`config.mk`:
```
export PLATFORM = sky130hd
export DESIGN_NAME = addr_decode_ws
export DESIGN_NICKNAME = d
export VERILOG_FILES = /design/src/rtl/addr_decode_ws.sv
export SDC_FILE = /design/constraint.sdc
export NUM_CORES = 1
export LEC_CHECK = 0
export CORE_ASPECT_RATIO = 2
export CORE_MARGIN = 10
export CORE_UTILIZATION = 35
export DETAILED_ROUTE_END_ITERATION = 8
export HOLD_SLACK_MARGIN = 0.02
export PLACE_DENSITY = 0.81
export SETUP_SLACK_MARGIN = 0.05
export SYNTH_ARGS = -nofsm -noshare
export SYNTH_HDL_FRONTEND = slang
export SYNTH_SLANG_ARGS = --single-unit
```
`constraint.sdc`:
```
create_clock -name clk -period 2.75 [get_ports clk]
set_input_delay 0.55 -clock clk [delete_from_list [all_inputs] [get_ports clk]]
set_output_delay 0.55 -clock clk [all_outputs]
set_load 0.03 [all_outputs]
```
`src/rtl/addr_decode_ws.sv`:
```
// Registered 68000-side chip-select decoder: mask/match windows, per-window wait states,
// DTACK generation and bus-error timeout for unmapped accesses.
module addr_decode_ws #(
    parameter int NUM_CS  = 12,
    parameter int ADDR_W  = 24,
    parameter int WS_W    = 4,
    parameter int TIMEOUT = 64,
    parameter int TO_W    = 8,
    localparam int IDX_W  = (NUM_CS > 1) ? $clog2(NUM_CS) : 1
) (
    input  logic                   clk,
    input  logic                   reset,
    input  logic [1:0]             cpu_ds_n,
    input  logic [ADDR_W-1:0]      cpu_word_addr,
    input  logic [NUM_CS*16-1:0]   cfg_addr,
    input  logic [NUM_CS*WS_W-1:0] cfg_wait,
    input  logic [NUM_CS-1:0]      cfg_enable,
    output logic [NUM_CS-1:0]      cs_n,
    output logic [IDX_W-1:0]       hit_idx,
    output logic                   multi_hit,
    output logic                   dtack_n,
    output logic                   berr_n,
    output logic                   busy
);
    localparam int CNT_W = (WS_W > TO_W) ? WS_W : TO_W;

    typedef enum logic [1:0] {ST_IDLE, ST_WAIT, ST_ACK, ST_ERR} state_t;

    state_t              state_reg, state_next;
    logic [CNT_W-1:0]    cnt_reg, cnt_next;
    logic                miss_reg, miss_next;
    logic [NUM_CS-1:0]   cs_n_reg, cs_n_next;
    logic [IDX_W-1:0]    hit_idx_reg, hit_idx_next;
    logic                multi_reg, multi_next;
    logic                dtack_reg, dtack_next;
    logic                berr_reg, berr_next;
    logic                busy_reg, busy_next;

    logic                strobe;
    logic [7:0]          addr_top;
    logic [NUM_CS-1:0]   match;
    logic [NUM_CS-1:0]   first_sel;
    logic [IDX_W-1:0]    first_idx;
    logic                found;
    logic                many;
    logic [WS_W-1:0]     wait_sel;

    assign strobe   = ~&cpu_ds_n;
    assign addr_top = cpu_word_addr[ADDR_W-1 -: 8];

    for (genvar gi = 0; gi < NUM_CS; gi++) begin : g_match
        assign match[gi] = cfg_enable[gi] &&
                           ((addr_top & cfg_addr[16*gi +: 8]) == cfg_addr[16*gi+8 +: 8]);
    end

    // Lowest matching index wins; any later match flags a multi-hit.
    always_comb begin
        first_sel = '0;
        first_idx = '0;
        found     = 1'b0;
        many      = 1'b0;
        for (int i = 0; i < NUM_CS; i++) begin
            if (match[i]) begin
                if (found) begin
                    many = 1'b1;
                end else begin
                    first_sel[i] = 1'b1;
                    first_idx    = IDX_W'(i);
                end
                found = 1'b1;
            end
        end
    end

    assign wait_sel = cfg_wait[first_idx*WS_W +: WS_W];

    always_comb begin
        state_next   = state_reg;
        cnt_next     = cnt_reg;
        miss_next    = miss_reg;
        cs_n_next    = cs_n_reg;
        hit_idx_next = hit_idx_reg;
        multi_next   = multi_reg;
        dtack_next   = 1'b1;
        berr_next    = 1'b1;
        case (state_reg)
            ST_IDLE: begin
                cs_n_next = '1;
                if (strobe) begin
                    state_next   = ST_WAIT;
                    hit_idx_next = first_idx;
                    multi_next   = many;
                    if (found) begin
                        cs_n_next = ~first_sel;
                        cnt_next  = CNT_W'(wait_sel);
                        miss_next = 1'b0;
                    end else begin
                        cnt_next  = CNT_W'(TIMEOUT - 1);
                        miss_next = 1'b1;
                    end
                end
            end
            ST_WAIT: begin
                if (!strobe) begin
                    state_next = ST_IDLE;
                    cs_n_next  = '1;
                end else if (cnt_reg == '0) begin
                    if (miss_reg) begin
                        state_next = ST_ERR;
                        berr_next  = 1'b0;
                    end else begin
                        state_next = ST_ACK;
                        dtack_next = 1'b0;
                    end
                end else begin
                    cnt_next = cnt_reg - CNT_W'(1);
                end
            end
            ST_ACK: begin
                if (!strobe) begin
                    state_next = ST_IDLE;
                    cs_n_next  = '1;
                end else begin
                    dtack_next = 1'b0;
                end
            end
            ST_ERR: begin
                if (!strobe) begin
                    state_next = ST_IDLE;
                    cs_n_next  = '1;
                end else begin
                    berr_next = 1'b0;
                end
            end
            default: begin
                state_next = ST_IDLE;
                cs_n_next  = '1;
            end
        endcase
        busy_next = (state_next != ST_IDLE);
    end

    always_ff @(posedge clk or posedge reset) begin
        if (reset) begin
            state_reg   <= ST_IDLE;
            cnt_reg     <= '0;
            miss_reg    <= 1'b0;
            cs_n_reg    <= '1;
            hit_idx_reg <= '0;
            multi_reg   <= 1'b0;
            dtack_reg   <= 1'b1;
            berr_reg    <= 1'b1;
            busy_reg    <= 1'b0;
        end else begin
            state_reg   <= state_next;
            cnt_reg     <= cnt_next;
            miss_reg    <= miss_next;
            cs_n_reg    <= cs_n_next;
            hit_idx_reg <= hit_idx_next;
            multi_reg   <= multi_next;
            dtack_reg   <= dtack_next;
            berr_reg    <= berr_next;
            busy_reg    <= busy_next;
        end
    end

    assign cs_n      = cs_n_reg;
    assign hit_idx   = hit_idx_reg;
    assign multi_hit = multi_reg;
    assign dtack_n   = dtack_reg;
    assign berr_n    = berr_reg;
    assign busy      = busy_reg;
endmodule

```
---- After elaboration in Yosys (flattened, before gate mapping) ----
Index checks and enable logic that the tools add are counted.
W data, S select, Z words.
operators by class
  $add $sub $neg .......................... 1
  equality and inequality tests ........... 19
  shift operators ......................... 1
  muxes and demuxes ....................... 103
  bitwise logic cells ..................... 14
  reductions and logical operators ........ 21
operator list
  cell                   count
  $and A8 B8 Y8          12
  $eq A8 B8 Y1           12
  $mux W4                20
  $mux W1                67
  $shiftx A48 B7 Y4      1
  $mux W12               3
  $mux W8                3
  $pmux W12 S2           1
  $pmux W8 S2            1
  $logic_and A1 B1 Y1    12
  $not A12 Y12           1
  $logic_not A8 Y1       1
  $mux W2                4
  $sub A8 B1 Y8 const B  1
  $mux W6                1
  $ne A2 B2 Y1 const B   3
  $pmux W2 S3            1
  $eq A2 B2 Y1 const B   2
  $pmux W1 S2            2
  $reduce_and A2 Y1      2
  $reduce_and A4 Y1      1
  $reduce_bool A2 Y1     2
  $reduce_or A3 Y1       1
  $eq A2 B1 Y1 const B   1
  4 further kinds        4
storage, ports and cells
  register bits ........................... 31
  input bits .............................. 280
  output and inout port bits .............. 20
  word-level logic and storage cells ...... 168

---- Depth between registers and ports, before layout ----
Gate-level depths: netlist (run 1).
  word-level depth ........................ 30
  gate-level depth with buffers ........... 13

---- Worst setup path before layout (run 1) ----
OpenSTA, ideal clock, no wires.
  path kind ............................... input-to-reg
  start point ............................. in cfg_addr[80]
  end point ............................... reg cnt_reg[3]
  data arrival time ....................... 2.744 ns
  required time ........................... 2.674 ns
  slack ................................... -0.070 ns
  stages .................................. 10
  path buffers ............................ 0
  cells stage by stage .................... nand2_1 -> xor2_1 -> nand4_1 -> nor3_2 -> nor4_2 -> o32ai_4 -> o21a_4 -> mux2_4 -> a311o_1 -> o21ai_1
on the way
  cells in the longest elaborated chain, start to end .. 20
RTL lines
  element                                    RTL line  source
  start: declaration                         15        input logic [NUM_CS*16-1:0] cfg_addr,
  $and A8 B8 Y8 *                            53        ((addr_top & cfg_addr[16*gi +: 8]) == cfg_addr[16*gi+8 +: 8]);
  $eq A8 B8 Y1 *                             53
  $logic_and A1 B1 Y1 *                      52        assign match[gi] = cfg_enable[gi] &&
  $mux W4 / $mux W1 (equally long branches)  63        if (match[i]) begin
  $mux W4                                    64        if (found) begin
  $mux W4                                    63
  $mux W4                                    64
  $mux W4                                    63
  (+4 left out)                              -
  $mux W4                                    64
  $mux W4                                    63
  $mux W4                                    64
  $mux W4                                    63
  $shiftx A48 B7 Y4                          75        assign wait_sel = cfg_wait[first_idx*WS_W +: WS_W];
  $mux W6 *                                  93        if (found) begin
  $mux W8 *                                  89        if (strobe) begin
  $pmux W8 S2 *                              86        case (state_reg)
  end signal: assignment                     156       cnt_reg <= cnt_next;
  end: declaration                           30        logic [CNT_W-1:0] cnt_reg, cnt_next;
Mark *: on every way between the ends. The rest lies on a longest branch, timed or not. The select of a mux whose other input is x is not followed.
A chain may end at the register's enable or synchronous reset.

---- Final worst setup path (run 1) ----
  start point ............................. in cfg_addr[139]
  end point ............................... reg cnt_reg[0]
on the way
  cells in the longest elaborated chain, start to end .. 13
RTL lines
  element                                    RTL line
  $eq A8 B8 Y1 *                             53
  $logic_and A1 B1 Y1 *                      52
  $mux W4 / $mux W1 (equally long branches)  63
  $mux W4                                    64
  $mux W4                                    63
  $mux W4                                    64
  $mux W4                                    63
  $mux W4                                    64
  $mux W4                                    63
  $shiftx A48 B7 Y4                          75
  $mux W6 *                                  93
  $mux W8 *                                  89
  $pmux W8 S2 *                              86
Marked as above.

==> out/qor.csv, run 1 <==
stage,metric,value,unit
hold_path,holdPathEnd,hit_idx[2],
power,switching_share,0.380,
drt,top_layer,met4,
power,p_leak,0.00463,µW
place,place_hpwl,21000,µm
clock_tree,insertion_delay,0.28,ns
logic_synthesis,synth_async_sr_flop_share,1.00,
logic_synthesis,synth_top_area_frac,0.172,
cells_and_area,drive_gt1_frac,0.357,
power,combPwrFrac,0.553,
clock_tree,holdBufCountCts,0,
hold_path,hold_class,register to register,
outcome,violations,negative setup slack,
cells_and_area,areaGrowthSynthToFinish,128,%
sta,fmax,352,MHz
place,placed_area,7850,µm²
drt,wl_met2,16700,µm
cells_and_area,largest_reg_flops,12,
global_routing,antenna_found_initial,12,
clock_tree,clockRootBuffer,clkbuf_16,
logic_synthesis,avgSynthCellArea,7.59,µm²
setup_path,reg2regPathDepth,10,
logic_synthesis,ys_ff_latch,31,
sta,drv_slew,0,
power,ir_drop,488,µV
drt,wl_met1,8540,µm
sta,skew,0.00562,ns
floorplanning,fp.dieArea,17200,µm²
drt,vias,6398,
job,drv_cap,0,
global_routing,grt_first_pass_wirelength,39000,µm
logic_synthesis,synth.distinct_cells,80,
global_routing,grt_pass1_vias,6780,
sta,finalCriticalPeriod,2.84,ns
power,p_int,1770,µW
sta,worst_hold_slack,0.477,ns
outcome,status,"finished, violations left",
drt,avgViaCountPerCell,5.68,
hold_path,hold_depth,2,
power,clock_power_share,0.231,
clock_tree,cts-htree-levels,2,
floorplanning,coreArea,11800,µm²
hold_path,hold_start,hit_idx[2],
logic_synthesis,yosysTopAreaCell,xor2_1,
drt,dr_wl_met3,2170,µm
clock_tree,clkTransAtPathRegs,0.06,ns
sta,hold_viol_final,0,
floorplanning,rows,56,
setup_path,timing.rr.start,cnt_reg[2],
setup_path,cp-start-kind,input port,
floorplanning,die_w,97.8,µm
logic_synthesis,yosysMostFrequentCell,nand2_1,
logic_synthesis,synth-edff-count,0,
power,netSwitchingPower,1080,µW
place,port_buffers,283,
drt,ant_nets,0,
sta,min_period_over_period,1.03,
clock_tree,cts_tree,yes,
floorplanning,start_util,0.360,
setup_path,crit_path_end_kind,register,
clock_tree,cts_buffer_depth,2,
floorplanning,ioPinCount,300,
cells_and_area,final_nets,1254,
drt,drt_iter0_drc,439,
logic_synthesis,ys_warn_count,0,
place,gp_congestion,0.945,
setup_path,timing.rr.end,cnt_reg[0],
drt,wl_per_cell,26.4,µm
cells_and_area,fin_area,9640,µm²
logic_synthesis,dominantRegCellSynth,dfrtp_1,
global_routing,grt_usage,0.290,
power,seqPwrFrac,0.215,
sta,slew_headroom,0.566,
setup_path,critPathArrivalTime,2.99,ns
drt,wl,29700,µm
place,pre_cts_slack,-0.793,ns
logic_synthesis,syn_nets,844,
setup_path,worst-path-max-fanout,4,
setup_path,ff2ff_setup_slack,0.18,ns
setup_path,required,2.91,ns
drt,firstDrtPassIters,5,
sta,setup-violations-final,4,
power,power,2850,µW
logic_synthesis,ys_top_cells_by_count,"121 x nand2_1, 83 x xor2_1, 32 x nor2_1",
drt,drcViolationCount,0,
sta,worstMarginPinSlew,0.652,ns
power,p_per_area,296,nW/µm²
logic_synthesis,ys_top_cells_by_area,"xor2_1 17%, nand2_1 11%, dfrtp_1 10%",
sta,setup_slack,-0.0880,ns
setup_path,criticalPathCategory,input port to register,
cells_and_area,fillers,667,
sta,setup_tns,-0.274,ns
global_routing,grt_start_max_net_pins,32,
floorplanning,die-height,176,µm
sta,rsz0062_at_grt,yes,
logic_synthesis,synthCells,558,
logic_synthesis,seq_area_frac_synth,0.187,
clock_tree,cts_buffers,5,
clock_tree,cts.sinks,31,
logic_synthesis,syn_area,4240,µm²
global_routing,grt_overflow,0,
==> worst max path at each step <==
stage,startpoint,end,slack (ns),cells past startpoint
after CTS,cfg_addr[170],cnt_reg[3],-0.03,12
after global routing,cpu_word_addr[16],cnt_reg[3],-0.13,15
after global placement,cpu_word_addr[17],cnt_reg[1],-0.81,14
after floorplan,cpu_word_addr[23],cnt_reg[3],0.05,11
after detailed placement,cpu_word_addr[17],cnt_reg[1],-0.79,14
final,cfg_addr[139],cnt_reg[0],-0.09,12
==> cells in the final DEF (no fill, tap or decap), types with 5 or more instances in the layout <==
cell type and count:
a21oi_1 18, a31oi_1 12, and3_1 5, buf_12 13, buf_16 5, buf_4 104
buf_6 26, clkbuf_16 5, clkdlybuf4s50_1 126, dfrtp_1 17, dfstp_2 14, diode_2 12
dlygate4sd2_1 69, dlymetal6s2s_1 75, ha_1 6, inv_1 14, nand2_1 66, nand2_2 49
nand2_4 8, nand3_1 8, nand3_2 6, nand3b_1 5, nand4_1 20, nor2_1 30
nor3_1 6, nor3_4 9, o211ai_1 7, o21ai_0 20, o21ai_1 5, or3_1 7
or3_4 5, xor2_1 50, xor2_2 30, xor2_4 5
==> final cells by class <==
type / count / area (µm²) / share of cell area
repair buffers: 425 / 4330 / 0.449
multi-input cells: 491 / 4080 / 0.424
flip-flops and latches: 31 / 793 / 0.0823
well taps: 145 / 181 / 0.0188
clock buffers: 6 / 139 / 0.0144
inverters: 14 / 52.6 / 0.00545
clock inverters: 2 / 35.0 / 0.00363
diodes: 12 / 30.0 / 0.00311
==> worst max-delay path, cell delays in order <==
cell and delay [ns]:
clkdlybuf4s50_1 0.51, and3_1 0.18, o21ai_1 0.07, or3_4 0.39
buf_6 0.14, o21ai_4 0.07, a21oi_4 0.10, buf_12 0.13
o21ai_4 0.25, mux2_4 0.34, o211ai_2 0.15, a31oi_1 0.10
==> metal layers <==
layer / up-vias / track usage
li1: 2792 / -
met1: 3009 / 0.250
met2: 461 / 0.589
met3: 136 / 0.0601
met4: 0 / 0.153
met5: - / 0
==> cells by family after synthesis <==
logic type / count (synthesis) / share of synthesized area
AO/OA/AOI/OAI: 119 / 0.197
XOR/XNOR: 89 / 0.188
adder cells (fa/ha/maj): 9 / 0.0248
buffers and inverters: 36 / 0.0470
flip-flops: 31 / 0.187
multiplexers: 11 / 0.0313
AND/OR/NAND/NOR: 263 / 0.325
==> power by group through the flow <==
stage | Sequential, µW | Clock (µW) | Combinational, µW
after floorplan | 642 | 0 | 596
after global placement | 609 | 0 | 1300
after detailed placement | 615 | 0 | 1330
after CTS | 609 | 654 | 1430
after global routing | 621 | 673 | 1680
final | 615 | 659 | 1580
==> metrics by stage <==
| step | utilization | cells |
|---|---|---|
| after global placement | 0.666 | 1047 |
| after global routing | 0.819 | 1125 |
| final | 0.819 | 1126 |
| after floorplan | - | 558 |
| after CTS | 0.750 | 1096 |
| after detailed placement | 0.666 | 1047 |
==> what timing repair did <==
action,in CTS,in global routing
pin swaps,129,138
resized for setup,209,193
gates cloned,5,0
setup endpoints to repair,21,18
buffers inserted,38,20
Note: power is estimated with default switching activity, not from simulation.
==> inputs of run 2 (changes only) <==
--- a/config.mk
+++ b/config.mk
@@ -8,6 +8,7 @@
 export CORE_ASPECT_RATIO = 2
 export CORE_MARGIN = 10
 export CORE_UTILIZATION = 35
+export CTS_CLUSTER_SIZE = 16
 export DETAILED_ROUTE_END_ITERATION = 8
 export HOLD_SLACK_MARGIN = 0.02
 export PLACE_DENSITY = 0.81
==> results of run 2 <==
Final layout, timing and power as in run 1 (identical DEF).
